<file path="config.mk">
export PLATFORM = sky130hd
export DESIGN_NAME = htif_mbox_mon
export DESIGN_NICKNAME = d
export VERILOG_FILES = /design/src/rtl/htif_pkg.sv /design/src/rtl/htif_char_fifo.sv /design/src/rtl/htif_mbox_mon.sv
export SDC_FILE = /design/constraint.sdc
export NUM_CORES = 1
export LEC_CHECK = 0
export ABC_CLOCK_PERIOD_IN_PS = 19200
export CAP_MARGIN = 30
export CORE_MARGIN = 2
export CORE_UTILIZATION = 55
export CTS_CLUSTER_DIAMETER = 150
export DETAILED_ROUTE_END_ITERATION = 10
export HOLD_SLACK_MARGIN = 0.05
export PLACE_DENSITY = 0.77
export REMOVE_ABC_BUFFERS = 1
export SKIP_LAST_GASP = 1
export SYNTH_ARGS = -nofsm -noshare
export SYNTH_HDL_FRONTEND = slang
export SYNTH_SLANG_ARGS = --single-unit
export TNS_END_PERCENT = 50
</file>
<file path="constraint.sdc">
create_clock -name clk -period 19.2 [get_ports clk]
set_clock_uncertainty 0.15 [all_clocks]
set_input_delay 5.76 -clock clk [delete_from_list [all_inputs] [get_ports clk]]
set_output_delay 5.76 -clock clk [all_outputs]
set_load 0.01 [all_outputs]
</file>
<file path="src/rtl/htif_pkg.sv">
// rtl/htif_pkg.sv - shared constants and state types for the HTIF mailbox monitor
package htif_pkg;

  localparam logic [31:0] HTIF_CMD_EXIT = 32'h0000_0000;
  localparam logic [31:0] HTIF_CMD_PUTC = 32'h0101_0000;

  typedef enum logic [1:0] {
    END_NONE    = 2'd0,
    END_EXIT    = 2'd1,
    END_TIMEOUT = 2'd2
  } end_cause_e;

  typedef enum logic [1:0] {
    CH_EMPTY,
    CH_HAVE_ARG,
    CH_PEND
  } chan_st_e;

  typedef enum logic [1:0] {
    D_IDLE,
    D_EXEC,
    D_CLR_ARG,
    D_CLR_CMD
  } disp_st_e;

endpackage

</file>
<file path="src/rtl/htif_char_fifo.sv">
// rtl/htif_char_fifo.sv - show-ahead character FIFO with full/empty flags
module htif_char_fifo #(
  parameter int W     = 9,
  parameter int DEPTH = 8
) (
  input  logic         clk,
  input  logic         rst,
  input  logic         push,
  input  logic [W-1:0] push_data,
  input  logic         pop,
  output logic [W-1:0] head_data,
  output logic         full,
  output logic         empty
);

  localparam int PW = $clog2(DEPTH);

  logic [W-1:0] mem [DEPTH];
  logic [PW:0]  wr_ptr;
  logic [PW:0]  rd_ptr;
  logic         do_push;
  logic         do_pop;

  // Extra pointer bit tells full from empty when the index bits match.
  assign empty     = (wr_ptr == rd_ptr);
  assign full      = (wr_ptr[PW] != rd_ptr[PW]) && (wr_ptr[PW-1:0] == rd_ptr[PW-1:0]);
  assign do_pop    = pop && !empty;
  // A push into a full FIFO still lands when the head leaves the same cycle.
  assign do_push   = push && (!full || do_pop);
  assign head_data = mem[rd_ptr[PW-1:0]];

  // Pointer update; pointers wrap naturally at 2*DEPTH.
  always_ff @(posedge clk or posedge rst) begin
    if (rst) begin
      wr_ptr <= '0;
      rd_ptr <= '0;
    end else begin
      if (do_push) wr_ptr <= wr_ptr + 1'b1;
      if (do_pop)  rd_ptr <= rd_ptr + 1'b1;
    end
  end

  // Storage write; contents need no reset because empty masks them.
  always_ff @(posedge clk) begin
    if (do_push) mem[wr_ptr[PW-1:0]] <= push_data;
  end

endmodule

</file>
<file path="src/rtl/htif_mbox_mon.sv">
// rtl/htif_mbox_mon.sv - tohost mailbox snooper, dispatcher, end-of-test and watchdog
module htif_mbox_mon
  import htif_pkg::*;
#(
  parameter int             NCH         = 2,
  parameter int             AW          = 14,
  parameter int             DW          = 32,
  parameter logic [AW-1:0]  TOHOST_BASE = 'h400,
  parameter int             FIFO_DEPTH  = 8,
  parameter int             TIMEOUT     = 200000,
  localparam int            CW          = (NCH > 1) ? $clog2(NCH) : 1
) (
  input  logic          clk,
  input  logic          rst,
  input  logic          snoop_cs,
  input  logic          snoop_we,
  input  logic [AW-1:0] snoop_a,
  input  logic [DW-1:0] snoop_di,
  input  logic          start,
  output logic          char_valid,
  output logic [7:0]    char_data,
  output logic [CW-1:0] char_chan,
  input  logic          char_ready,
  output logic          clr_req,
  output logic [AW-1:0] clr_addr,
  input  logic          clr_ack,
  output logic          sim_end,
  output logic [1:0]    end_cause,
  output logic [DW-1:0] end_code,
  output logic [CW-1:0] end_chan,
  output logic [7:0]    ovf_cnt
);

  localparam int WDW = (TIMEOUT > 1) ? $clog2(TIMEOUT + 1) : 1;

  chan_st_e      chan_st  [NCH];
  logic [DW-1:0] chan_arg [NCH];
  logic [DW-1:0] chan_cmd [NCH];
  logic [NCH-1:0] arg_hit;
  logic [NCH-1:0] cmd_hit;
  logic           pend_any;
  logic [CW-1:0]  pend_idx;

  disp_st_e       disp_st;
  logic [CW-1:0]  gnt;
  logic [DW-1:0]  cur_arg;
  logic [DW-1:0]  cur_cmd;
  logic           exec_exit;
  logic           exec_putc;

  logic [CW+7:0]  fifo_head;
  logic           fifo_full;
  logic           fifo_empty;

  logic           wd_run;
  logic [WDW-1:0] wd_cnt;
  logic           wd_hit;

  // Address decode: at most one mailbox word matches any snoop write.
  always_comb begin
    arg_hit = '0;
    cmd_hit = '0;
    for (int c = 0; c < NCH; c++) begin
      arg_hit[c] = snoop_cs && snoop_we && (snoop_a == TOHOST_BASE + AW'(2 * c));
      cmd_hit[c] = snoop_cs && snoop_we && (snoop_a == TOHOST_BASE + AW'(2 * c + 1));
    end
  end

  // Fixed-priority arbiter: lowest-index pending channel wins.
  always_comb begin
    pend_any = 1'b0;
    pend_idx = '0;
    for (int c = NCH - 1; c >= 0; c--) begin
      if (chan_st[c] == CH_PEND) begin
        pend_any = 1'b1;
        pend_idx = CW'(c);
      end
    end
  end

  // Per-channel mailbox capture; a pending channel ignores the bus until cleared.
  always_ff @(posedge clk or posedge rst) begin
    if (rst) begin
      for (int c = 0; c < NCH; c++) begin
        chan_st[c]  <= CH_EMPTY;
        chan_arg[c] <= '0;
        chan_cmd[c] <= '0;
      end
    end else begin
      for (int c = 0; c < NCH; c++) begin
        if (disp_st == D_CLR_CMD && clr_ack && gnt == CW'(c)) begin
          chan_st[c] <= CH_EMPTY;
        end else begin
          case (chan_st[c])
            CH_EMPTY: begin
              if (arg_hit[c]) begin
                chan_arg[c] <= snoop_di;
                chan_st[c]  <= CH_HAVE_ARG;
              end
            end
            CH_HAVE_ARG: begin
              if (arg_hit[c]) begin
                chan_arg[c] <= snoop_di;
              end else if (cmd_hit[c]) begin
                chan_cmd[c] <= snoop_di;
                chan_st[c]  <= CH_PEND;
              end
            end
            default: ;
          endcase
        end
      end
    end
  end

  assign cur_arg   = chan_arg[gnt];
  assign cur_cmd   = chan_cmd[gnt];
  assign exec_exit = (disp_st == D_EXEC) && (cur_cmd == DW'(HTIF_CMD_EXIT));
  assign exec_putc = (disp_st == D_EXEC) && (cur_cmd == DW'(HTIF_CMD_PUTC));

  // Dispatch FSM: grant, execute, then clear arg and cmd words via injection.
  always_ff @(posedge clk or posedge rst) begin
    if (rst) begin
      disp_st  <= D_IDLE;
      gnt      <= '0;
      clr_req  <= 1'b0;
      clr_addr <= '0;
    end else begin
      case (disp_st)
        D_IDLE: begin
          if (pend_any) begin
            gnt     <= pend_idx;
            disp_st <= D_EXEC;
          end
        end
        D_EXEC: begin
          clr_req  <= 1'b1;
          clr_addr <= TOHOST_BASE + AW'({gnt, 1'b0});
          disp_st  <= D_CLR_ARG;
        end
        D_CLR_ARG: begin
          if (clr_ack) begin
            clr_addr <= clr_addr + AW'(1);
            disp_st  <= D_CLR_CMD;
          end
        end
        default: begin
          if (clr_ack) begin
            clr_req  <= 1'b0;
            clr_addr <= '0;
            disp_st  <= D_IDLE;
          end
        end
      endcase
    end
  end

  htif_char_fifo #(
    .W     (CW + 8),
    .DEPTH (FIFO_DEPTH)
  ) u_char_fifo (
    .clk       (clk),
    .rst       (rst),
    .push      (exec_putc),
    .push_data ({gnt, cur_arg[7:0]}),
    .pop       (char_ready),
    .head_data (fifo_head),
    .full      (fifo_full),
    .empty     (fifo_empty)
  );

  assign char_valid = !fifo_empty;
  assign char_data  = char_valid ? fifo_head[7:0] : 8'h00;
  assign char_chan  = char_valid ? fifo_head[CW+7:8] : '0;

  // Dropped-character counter, saturating at 255.
  always_ff @(posedge clk or posedge rst) begin
    if (rst) begin
      ovf_cnt <= '0;
    end else if (exec_putc && fifo_full && !char_ready && ovf_cnt != 8'hFF) begin
      ovf_cnt <= ovf_cnt + 8'd1;
    end
  end

  assign wd_hit = (TIMEOUT != 0) && wd_run && !start && !sim_end &&
                  (wd_cnt == WDW'(TIMEOUT - 1));

  // Watchdog counter: start restarts from zero, counting stops once the test ends.
  always_ff @(posedge clk or posedge rst) begin
    if (rst) begin
      wd_run <= 1'b0;
      wd_cnt <= '0;
    end else if (start) begin
      wd_run <= 1'b1;
      wd_cnt <= '0;
    end else if (wd_run && !sim_end && TIMEOUT != 0) begin
      wd_cnt <= wd_cnt + 1'b1;
    end
  end

  // Sticky end-of-test; a command exit beats a watchdog expiry in the same cycle.
  always_ff @(posedge clk or posedge rst) begin
    if (rst) begin
      sim_end   <= 1'b0;
      end_cause <= END_NONE;
      end_code  <= '0;
      end_chan  <= '0;
    end else if (!sim_end) begin
      if (exec_exit) begin
        sim_end   <= 1'b1;
        end_cause <= END_EXIT;
        end_code  <= cur_arg;
        end_chan  <= gnt;
      end else if (wd_hit) begin
        sim_end   <= 1'b1;
        end_cause <= END_TIMEOUT;
        end_code  <= '0;
        end_chan  <= '0;
      end
    end
  end

endmodule

</file>
# ---- Word level (Yosys, flattened, before mapping)
# Memories as Yosys holds them, arrays and structs flattened.
# Cells that the tools add are included.
dict set report word_totals {
  mem_bits_rw 72
  wordCells 154
  register_bits 221
  mem_count 1
  output_inout_bits 69
}
# name depth width rd rd_ports_with_merged_regs wr line_no
set mem_list {}
lappend mem_list {u_char_fifo.mem 8 9 1 0 1 htif_char_fifo.sv:18} ;# logic [W-1:0] mem [DEPTH];
dict set report op_classes {
  n_eq_ne 25
  add_sub_neg 6
  bitwise_logic 9
  muxes 43
  order_cmp 1
  reduce_logical 50
}
# op n
set ops {}
lappend ops {{two-way mux 32 bit} 8}
lappend ops {{== test 14 x 11 -> 1 bit (second input constant)} 4}
lappend ops {{one-hot mux 14 bit (3 select lines)} 1}
lappend ops {{two-way mux 18 bit} 2}
lappend ops {{== test 32 x 25 -> 1 bit (second input constant)} 1}
lappend ops {{zero test 32 bit} 1}
lappend ops {{two-way mux 14 bit} 2}
lappend ops {{two-way mux 2 bit} 13}
lappend ops {{logical AND 1 bit} 20}
lappend ops {{adder 18 x 1 -> 18 bit (second input constant)} 1}
lappend ops {{== test 18 bit (second input constant)} 1}
lappend ops {{inequality test 3 bit (second input constant)} 6}
lappend ops {{AND reduction 4 bit} 4}
lappend ops {{adder 14 x 1 -> 14 bit (second input constant)} 1}
lappend ops {{adder 11 x 2 -> 12 bit (first input constant)} 1}
lappend ops {{two-way mux 1 bit} 12}
lappend ops {{AND reduction 3 bit} 4}
lappend ops {{nonzero test 3 bit} 3}
lappend ops {{adder 4 x 1 -> 4 bit (second input constant)} 2}
lappend ops {{adder 8 x 1 -> 8 bit (second input constant)} 1}
lappend ops {{== test 2 bit (second input constant)} 4}
lappend ops {{two-way mux 8 bit} 1}
lappend ops {{inequality test 8 bit (second input constant)} 1}
lappend ops {{NOT 1 bit} 8}
lappend ops {{16 further kinds} 32}

# ---- Depth between registers and ports, before layout
# Gate-level depths: netlist of the first run.
dict set report logic_depth {
  word_depth 9
  ltp_mapped 9
}

# ---- By module
# From an unflattened synthesis of the first run, not the netlist that was laid out.
dict set report hier_totals {
  cells_unflattened 889
  hier_area_um2 12709.7
}
# module area_each_um2 cells_each n_inst
set modules_own_cells {}
lappend modules_own_cells {htif_mbox_mon 9321.4 728 1}
lappend modules_own_cells {htif_char_fifo 3388.2 161 1}

# ---- Worst setup path before layout of the first run
# Ideal clock, no wire load.
dict set report synth_timing {
  path_type {input to register}
  startpoint {in char_ready}
  endpoint {mem u_char_fifo.mem[1][0], enable pin}
  n_path_buf 1
  stages 5
  setup_slack_ns 11.152
  t_arrival_ns 7.495
  path_cell_list {or2_2 o21ai_0 or3_1 clkbuf_1 nor4b_1}
}
dict set report synth_between {
  elab_chain_cells 5
}
# element line_no
set synth_lines {}
lappend synth_lines {{start: declaration} htif_mbox_mon.sv:23} ;# input logic char_ready,
lappend synth_lines {{logical AND 1 bit} htif_char_fifo.sv:27} ;# assign do_pop = pop && !empty;
lappend synth_lines {{logical OR 1 bit} htif_char_fifo.sv:29} ;# assign do_push = push && (!full || do_pop);
lappend synth_lines {{logical AND 1 bit} htif_char_fifo.sv:29}
lappend synth_lines {{two-way mux 1 bit} htif_char_fifo.sv:45} ;# if (do_push) mem[wr_ptr[PW-1:0]] <= push_data;
lappend synth_lines {{two-way mux 1 bit (implied by the code)} htif_char_fifo.sv:45}
lappend synth_lines {{end: declaration} htif_char_fifo.sv:18}
# Every way passes these cells.

# ---- Final worst setup path of the first run
dict set report layout_timing {
  startpoint {reg u_char_fifo.rd_ptr[1]}
  endpoint {out char_data[4]}
}
dict set report layout_between {
  elab_chain_cells 2
  word_cells_on_any_way 3
}
# element line_no
set layout_lines {}
lappend layout_lines {{start: declaration} htif_char_fifo.sv:20} ;# logic [PW:0] rd_ptr;
lappend layout_lines {{start signal: assignment} htif_char_fifo.sv:39} ;# if (do_pop) rd_ptr <= rd_ptr + 1'b1;
lappend layout_lines {{memory (8 x 9 bit) / == test 4 bit (equally long branches)} n/a}
lappend layout_lines {{two-way mux 8 bit (*)} htif_mbox_mon.sv:173} ;# assign char_data = char_valid ? fifo_head[7:0] : 8'h00;
lappend layout_lines {{end: declaration} htif_mbox_mon.sv:21} ;# output logic [7:0] char_data,
# Mark *: on every way between the ends. The rest lies on a longest branch, timed or not.

==> results of run 1 <==
## sequential cells by signal, indices dropped and copies added (netlist names), 2 cells and up
register            count
chan_arg               64
chan_cmd               64
chan_st                 4
clr_addr               14
disp_st                 2
end_cause               2
end_code               32
ovf_cnt                 8
u_char_fifo.mem        72
u_char_fifo.rd_ptr      4
u_char_fifo.wr_ptr      4
wd_cnt                 18
## routing by layer
layer | wire, µm | part of all wire [%]
met5 | 13 | 0.052
met2 | 12500 | 50
met4 | 401 | 1.6
met3 | 941 | 3.8
met1 | 11000 | 44
## how the worst max path moves through the flow
stage / endpoint / slack (ns) / cells after the start
floorplan: chan_arg[0]$_DFFE_PP0P_ / 7.24 / 1
global placement: end_code[4]$_DFFE_PP0P_ / 10.44 / 7
detailed placement: end_code[4]$_DFFE_PP0P_ / 10.41 / 7
CTS: char_data[4] / 10.35 / 4
global route: char_data[4] / 10.20 / 4
finish: char_data[4] / 10.45 / 4
## stage by stage
step / power, µW / util, %
after floorplan: 717 / -
after global placement: 752 / 62.5
after detailed placement: 755 / 62.7
after CTS: 1310 / 67.0
after global routing: 1350 / 67.1
final: 1300 / 67.1
## worst max-delay path, stage by stage, from the launching register on
cell,delay (ns)
dfrtp_1,0.95
xnor2_1,0.23
and4_1,0.50
nor2_1,0.12
clkdlybuf4s50_1,0.49
## cell type report
class                   count  area share (%)
flip-flops and latches    293            50.9
multi-input cells         544            30.7
repair buffers            139            9.26
clock buffers              38            5.53
well taps                 285            2.36
clock inverters            15           0.779
inverters                  15           0.423
diodes                      2          0.0331
## layout by cell type, fill, tap and decap left out, types with 3 or more instances in the layout
cell type / synthesis / routed
ha_1: 9 / 9
a31oi_1: 4 / 4
clkdlybuf4s50_1: 0 / 121
and2_1: 10 / 10
nor4_1: 23 / 22
nor4b_1: 6 / 6
dfrtp_1: 221 / 220
mux2_2: 149 / 149
o21ai_0: 5 / 5
inv_1: 15 / 14
clkbuf_16: 0 / 30
or2_2: 5 / 5
nand2b_1: 5 / 5
clkinv_2: 0 / 8
nand4b_1: 3 / 3
nor2b_1: 3 / 3
a22o_1: 5 / 5
mux2i_1: 60 / 60
nand3_1: 22 / 22
and3_1: 4 / 4
buf_4: 2 / 15
mux4_2: 18 / 18
clkbuf_8: 0 / 5
a21oi_1: 5 / 5
nor2_1: 69 / 69
nand2_1: 52 / 52
edfxtp_1: 72 / 72
xnor2_1: 20 / 20
nand4_1: 11 / 11
mux2_4: 3 / 3
xor2_1: 23 / 23
or3_1: 5 / 5
nor3_1: 7 / 7
## kinds of logic (layout without fill, tap and decap cells)
group / Yosys count / after routing / share of synthesized area, %
AOI/OAI and AO/OA: 24 / 24 / 1.25
xor gates and xnor gates: 43 / 43 / 3.00
adders and majority gates: 9 / 9 / 0.898
buffers and inverters: 55 / 207 / 1.98
DFF: 293 / 293 / 61.4
muxes: 231 / 231 / 21.9
other: 0 / 2 / 0
and+or+nand+nor: 237 / 237 / 9.66
## report_power, final
group | internal [µW] | switching [µW] | leakage (µW)
logic | 43.5 | 39.8 | 0.00269
clock network | 320 | 237 | 0.000476
registers | 640 | 17.0 | 0.00372
total | 1000 | 294 | 0.00689
==> flow_summary.toml, run 1 <==
[status]
status = "complete, no violations"

[yosys]
synth_cell_types = 48
synthTopCellsByCount = "dfrtp_1, mux2_2, edfxtp_1"
synth-edff-count = 72
synthCells = 892
async_flop_share_pct = 75.4
synth_most_common_cell = "dfrtp_1"
synth_flop_cell = "dfrtp_1"
synth_top_area_share_pct = 44.1
syn-cell-area_um2 = 12500
synth_seq_cells = 293
synth_area_per_cell_um2 = 14.1
ys_warn_count = 0
synth_top_area_cell = "dfrtp_1"
seq_area_frac_synth_pct = 61.4
synth.area.top_cells = "dfrtp_1, edfxtp_1, mux2_2"

[hold_path]
worstHoldEndpoint = "end_cause[0]$_DFFE_PP0P_"
hold_class = "register to register"
min_from = "end_cause[0]$_DFFE_PP0P_"
hold_path_depth = 2

[sta]
setup_viol = 0
worstMarginPinSlew_ns = 0.927
worst_hold_slack_ns = 0.329
fin_ws_ns = 10.45
final.period_utilization_pct = 45.6
tns_ns = 0
max_freq_ghz = 0.114
finalMaxSlewViolations = 0
rsz0062_at_grt = "false"
slew_headroom_pct = 37.7
fin_crit_ns = 8.75
hold_violations = 0

[finish]
syn_to_final_growth_pct = 20.5
regArea_um2 = 7690
drive_above_1_share_pct = 24.4
final_nets = 1084
fin_area_um2 = 15100
fill_cells = 1589
final_cells = 1331
multi_input_area_um2 = 4630

[setup_path]
rrSetupSlack_ns = 15.03
arrival_ns = 2.84
cp_max_fo = 22
r2r-start = "gnt$_DFFE_PP0P_"
worstSetupPathType = "register to output port"
critPathRequiredTime_ns = 13.29
cp-end-kind = "output port"
reg2reg_to = "end_code[0]$_DFFE_PP0P_"
reg2reg_depth = 7
start_kind = "register"
startpoint = "u_char_fifo.rd_ptr[1]$_DFFE_PP0P_"

[grt]
overflow = 0
grt_pass1_wl_mm = 41.3
use_met3_pct = 3.43
busiest_layer = "met2"
grt_use_met2_pct = 36.5
antenna_found_initial = 2
grt_max_degree = 140
met1_usage_pct = 29.8
gr-usage-all-layers_pct = 21.5
grt_pass1_vias = 7815

[place]
place_ws_ns = 10.41
port_buffers = 121
dp.cells = 1275
gp_congestion = 0.763
dp_hpwl_mm = 15.8
place_area_um2 = 14100

[route]
drc = 0
vias_per_cell = 5.59
vias = 7439
wl_per_cell_um = 18.7
firstDrtPassIters = 4
wirelength_mm = 24.9
drt_iter0_drc = 340
ant_nets = 0

[cts]
cts_resized = 0
cts_buffer_depth = 3
insertion_delay_ns = 0.54
htreeDepth = 1
cts.sinks = 293
cts_buffers = 29
root_buffer = "clkbuf_16"
path_clk_slew_ns = 0.06
ctsHoldBuffers = 0
cts_tree = "yes"
post_cts_buffers = 0

[die]
fp.dieH_um = 155
core_um2 = 22500
num_io_pins = 122
die-area_um2 = 24000
start_util_pct = 55.7
num_rows = 55
die_w_um = 155

[pwr]
p_leak_uw = 0.00689
peakVddDrop_mv = 0.0717
power_density_nw_per_um2 = 85.9

[job]
drv_cap = 0
Note: power is estimated with default switching activity, not from simulation.
==> inputs of run 2 (changes only) <==
--- a/config.mk
+++ b/config.mk
@@ -5,7 +5,7 @@
 export SDC_FILE = /design/constraint.sdc
 export NUM_CORES = 1
 export LEC_CHECK = 0
-export ABC_CLOCK_PERIOD_IN_PS = 19200
+export ABC_CLOCK_PERIOD_IN_PS = 8300
 export CAP_MARGIN = 30
 export CORE_MARGIN = 2
 export CORE_UTILIZATION = 55
==> constraint.sdc (replaced) <==
create_clock -name clk -period 8.3 [get_ports clk]
set_clock_uncertainty 0.15 [all_clocks]
set_input_delay 2.49 -clock clk [delete_from_list [all_inputs] [get_ports clk]]
set_output_delay 2.49 -clock clk [all_outputs]
set_load 0.01 [all_outputs]
==> flow_summary.toml, run 2 (same netlist as run 1, synthesis figures left out) <==
[cts]
cts_resized = 0
ctsHoldBuffers = 0
htreeDepth = 1
insertion_delay_ns = 0.55
cts_buffers = 30
cts_buffer_depth = 3
path_clk_slew_ns = 0.06
cts.sinks = 293
root_buffer = "clkbuf_16"
cts_tree = "yes"
post_cts_buffers = 0

[finish]
largest_reg_flops = 72
regArea_um2 = 7690
antenna_cells = 0
fin_area_um2 = 15100
final_nets = 1084
mostFrequentLayoutCell = "dfrtp_1"
syn_to_final_growth_pct = 20.4
final_util_pct = 67.1
fill_cells = 1576
drive_above_1_share_pct = 23.6
multi_input_area_um2 = 4630
final_cell_mix = "dfrtp_1, mux2_2, clkdlybuf4s50_1, edfxtp_1, nor2_1"

[place]
dp_hpwl_mm = 16.1
gp_congestion = 0.759
place_area_um2 = 14100
place_ws_ns = 2.81
port_buffers = 121

[setup_path]
crit_buf_inv = 1
cp_max_fo = 22
rrSetupSlack_ns = 4.19
r2r-start = "gnt$_DFFE_PP0P_"
arrival_ns = 2.88
crit_path_end = "char_data[4]"
slowest_delay_ns = 0.97
reg2reg_depth = 7
cp-end-kind = "output port"
critPathRequiredTime_ns = 5.66
worstSetupPathType = "register to output port"
path_cells = "xnor2_1 > and4_1 > nor2_1 > clkdlybuf4s50_1"
crit_slowest_cell = "dfrtp_1"
startpoint = "u_char_fifo.rd_ptr[1]$_DFFE_PP0P_"
reg2reg_to = "end_code[1]$_DFFE_PP0P_"
cpLargestDelayFamily = "flip-flops"
start_kind = "register"
cp.depth = 4

[sta]
rsz0062_at_grt = "false"
slew_headroom_pct = 35.9
final.period_utilization_pct = 66.5
setup_viol = 0
max_freq_ghz = 0.181
hold_violations = 0
tns_ns = 0
fin_ws_ns = 2.78
fin_crit_ns = 5.52
worstMarginPinSlew_ns = 0.961
finalMaxSlewViolations = 0

[route]
ant_nets = 0
firstDrtPassIters = 4
vias_per_cell = 5.66
wirelength_mm = 24.9
drt_iter0_drc = 423
drc = 0
wl_per_cell_um = 18.7
vias = 7528

[die]
num_io_pins = 122
core_um2 = 22500
die-area_um2 = 24000
start_util_pct = 55.7
die_w_um = 155
fp.dieH_um = 155
num_rows = 55

[grt]
overflow = 0
grt_pass1_vias = 7810
grt_max_degree = 108
antenna_found_initial = 1
grt_pass1_wl_mm = 40.9
gr-usage-all-layers_pct = 21.2

[hold_path]
hold_path_depth = 1
hold_class = "register to register"

[pwr]
power_density_nw_per_um2 = 202
p_leak_uw = 0.00689
peakVddDrop_mv = 0.155

[job]
drv_cap = 0

[status]
status = "complete, no violations"
## run 2: worst min path at each step
stage | start | end | slack (ns)
3_3_place_gp | end_cause[0]$_DFFE_PP0P_ | end_cause[0]$_DFFE_PP0P_ | 0.31
3_5_place_dp | end_cause[0]$_DFFE_PP0P_ | end_cause[0]$_DFFE_PP0P_ | 0.32
2_1_floorplan | chan_arg[52]$_DFFE_PP0P_ | chan_arg[52]$_DFFE_PP0P_ | 0.31
5_1_grt | u_char_fifo.wr_ptr[3]$_DFFE_PP0P_ | u_char_fifo.wr_ptr[3]$_DFFE_PP0P_ | 0.35
6_report | u_char_fifo.wr_ptr[3]$_DFFE_PP0P_ | u_char_fifo.wr_ptr[3]$_DFFE_PP0P_ | 0.34
4_1_cts | end_cause[0]$_DFFE_PP0P_ | end_cause[0]$_DFFE_PP0P_ | 0.34
## run 2: power breakdown
| part | total, µW | switching [µW] | internal, µW |
|---|---|---|---|
| Sequential | 1520 | 41.5 | 1480 |
| Clock | 1330 | 538 | 796 |
| Combinational | 189 | 90.9 | 97.9 |
| Total | 3050 | 670 | 2380 |
## run 2: cell type report
type | count | area share [%]
repair buffers | 138 | 8.95
inverters | 15 | 0.423
multi-input cells | 544 | 30.7
flip-flops and latches | 293 | 50.9
clock buffers | 40 | 5.49
well taps | 285 | 2.36
clock inverters | 16 | 1.15
## run 2: through the flow
step                      instances  hold WS (ns)  power [µW]
after floorplan                 852         0.307        1660
after global placement         1274         0.315        1740
after detailed placement       1275         0.317        1740
after CTS                      1331         0.337        3080
after global routing           1331         0.353        3150
final                          1331         0.337        3050
## run 2: layer usage
| layer | wire (µm) | up-vias | GRT usage (%) |
|---|---|---|---|
| met3 | 1200 | 23 | 3.18 |
| li1 | - | 3484 | - |
| met4 | 267 | 2 | 4.67 |
| met2 | 12500 | 176 | 35.6 |
| met5 | 11 | - | 0 |
| met1 | 10900 | 3843 | 29.8 |
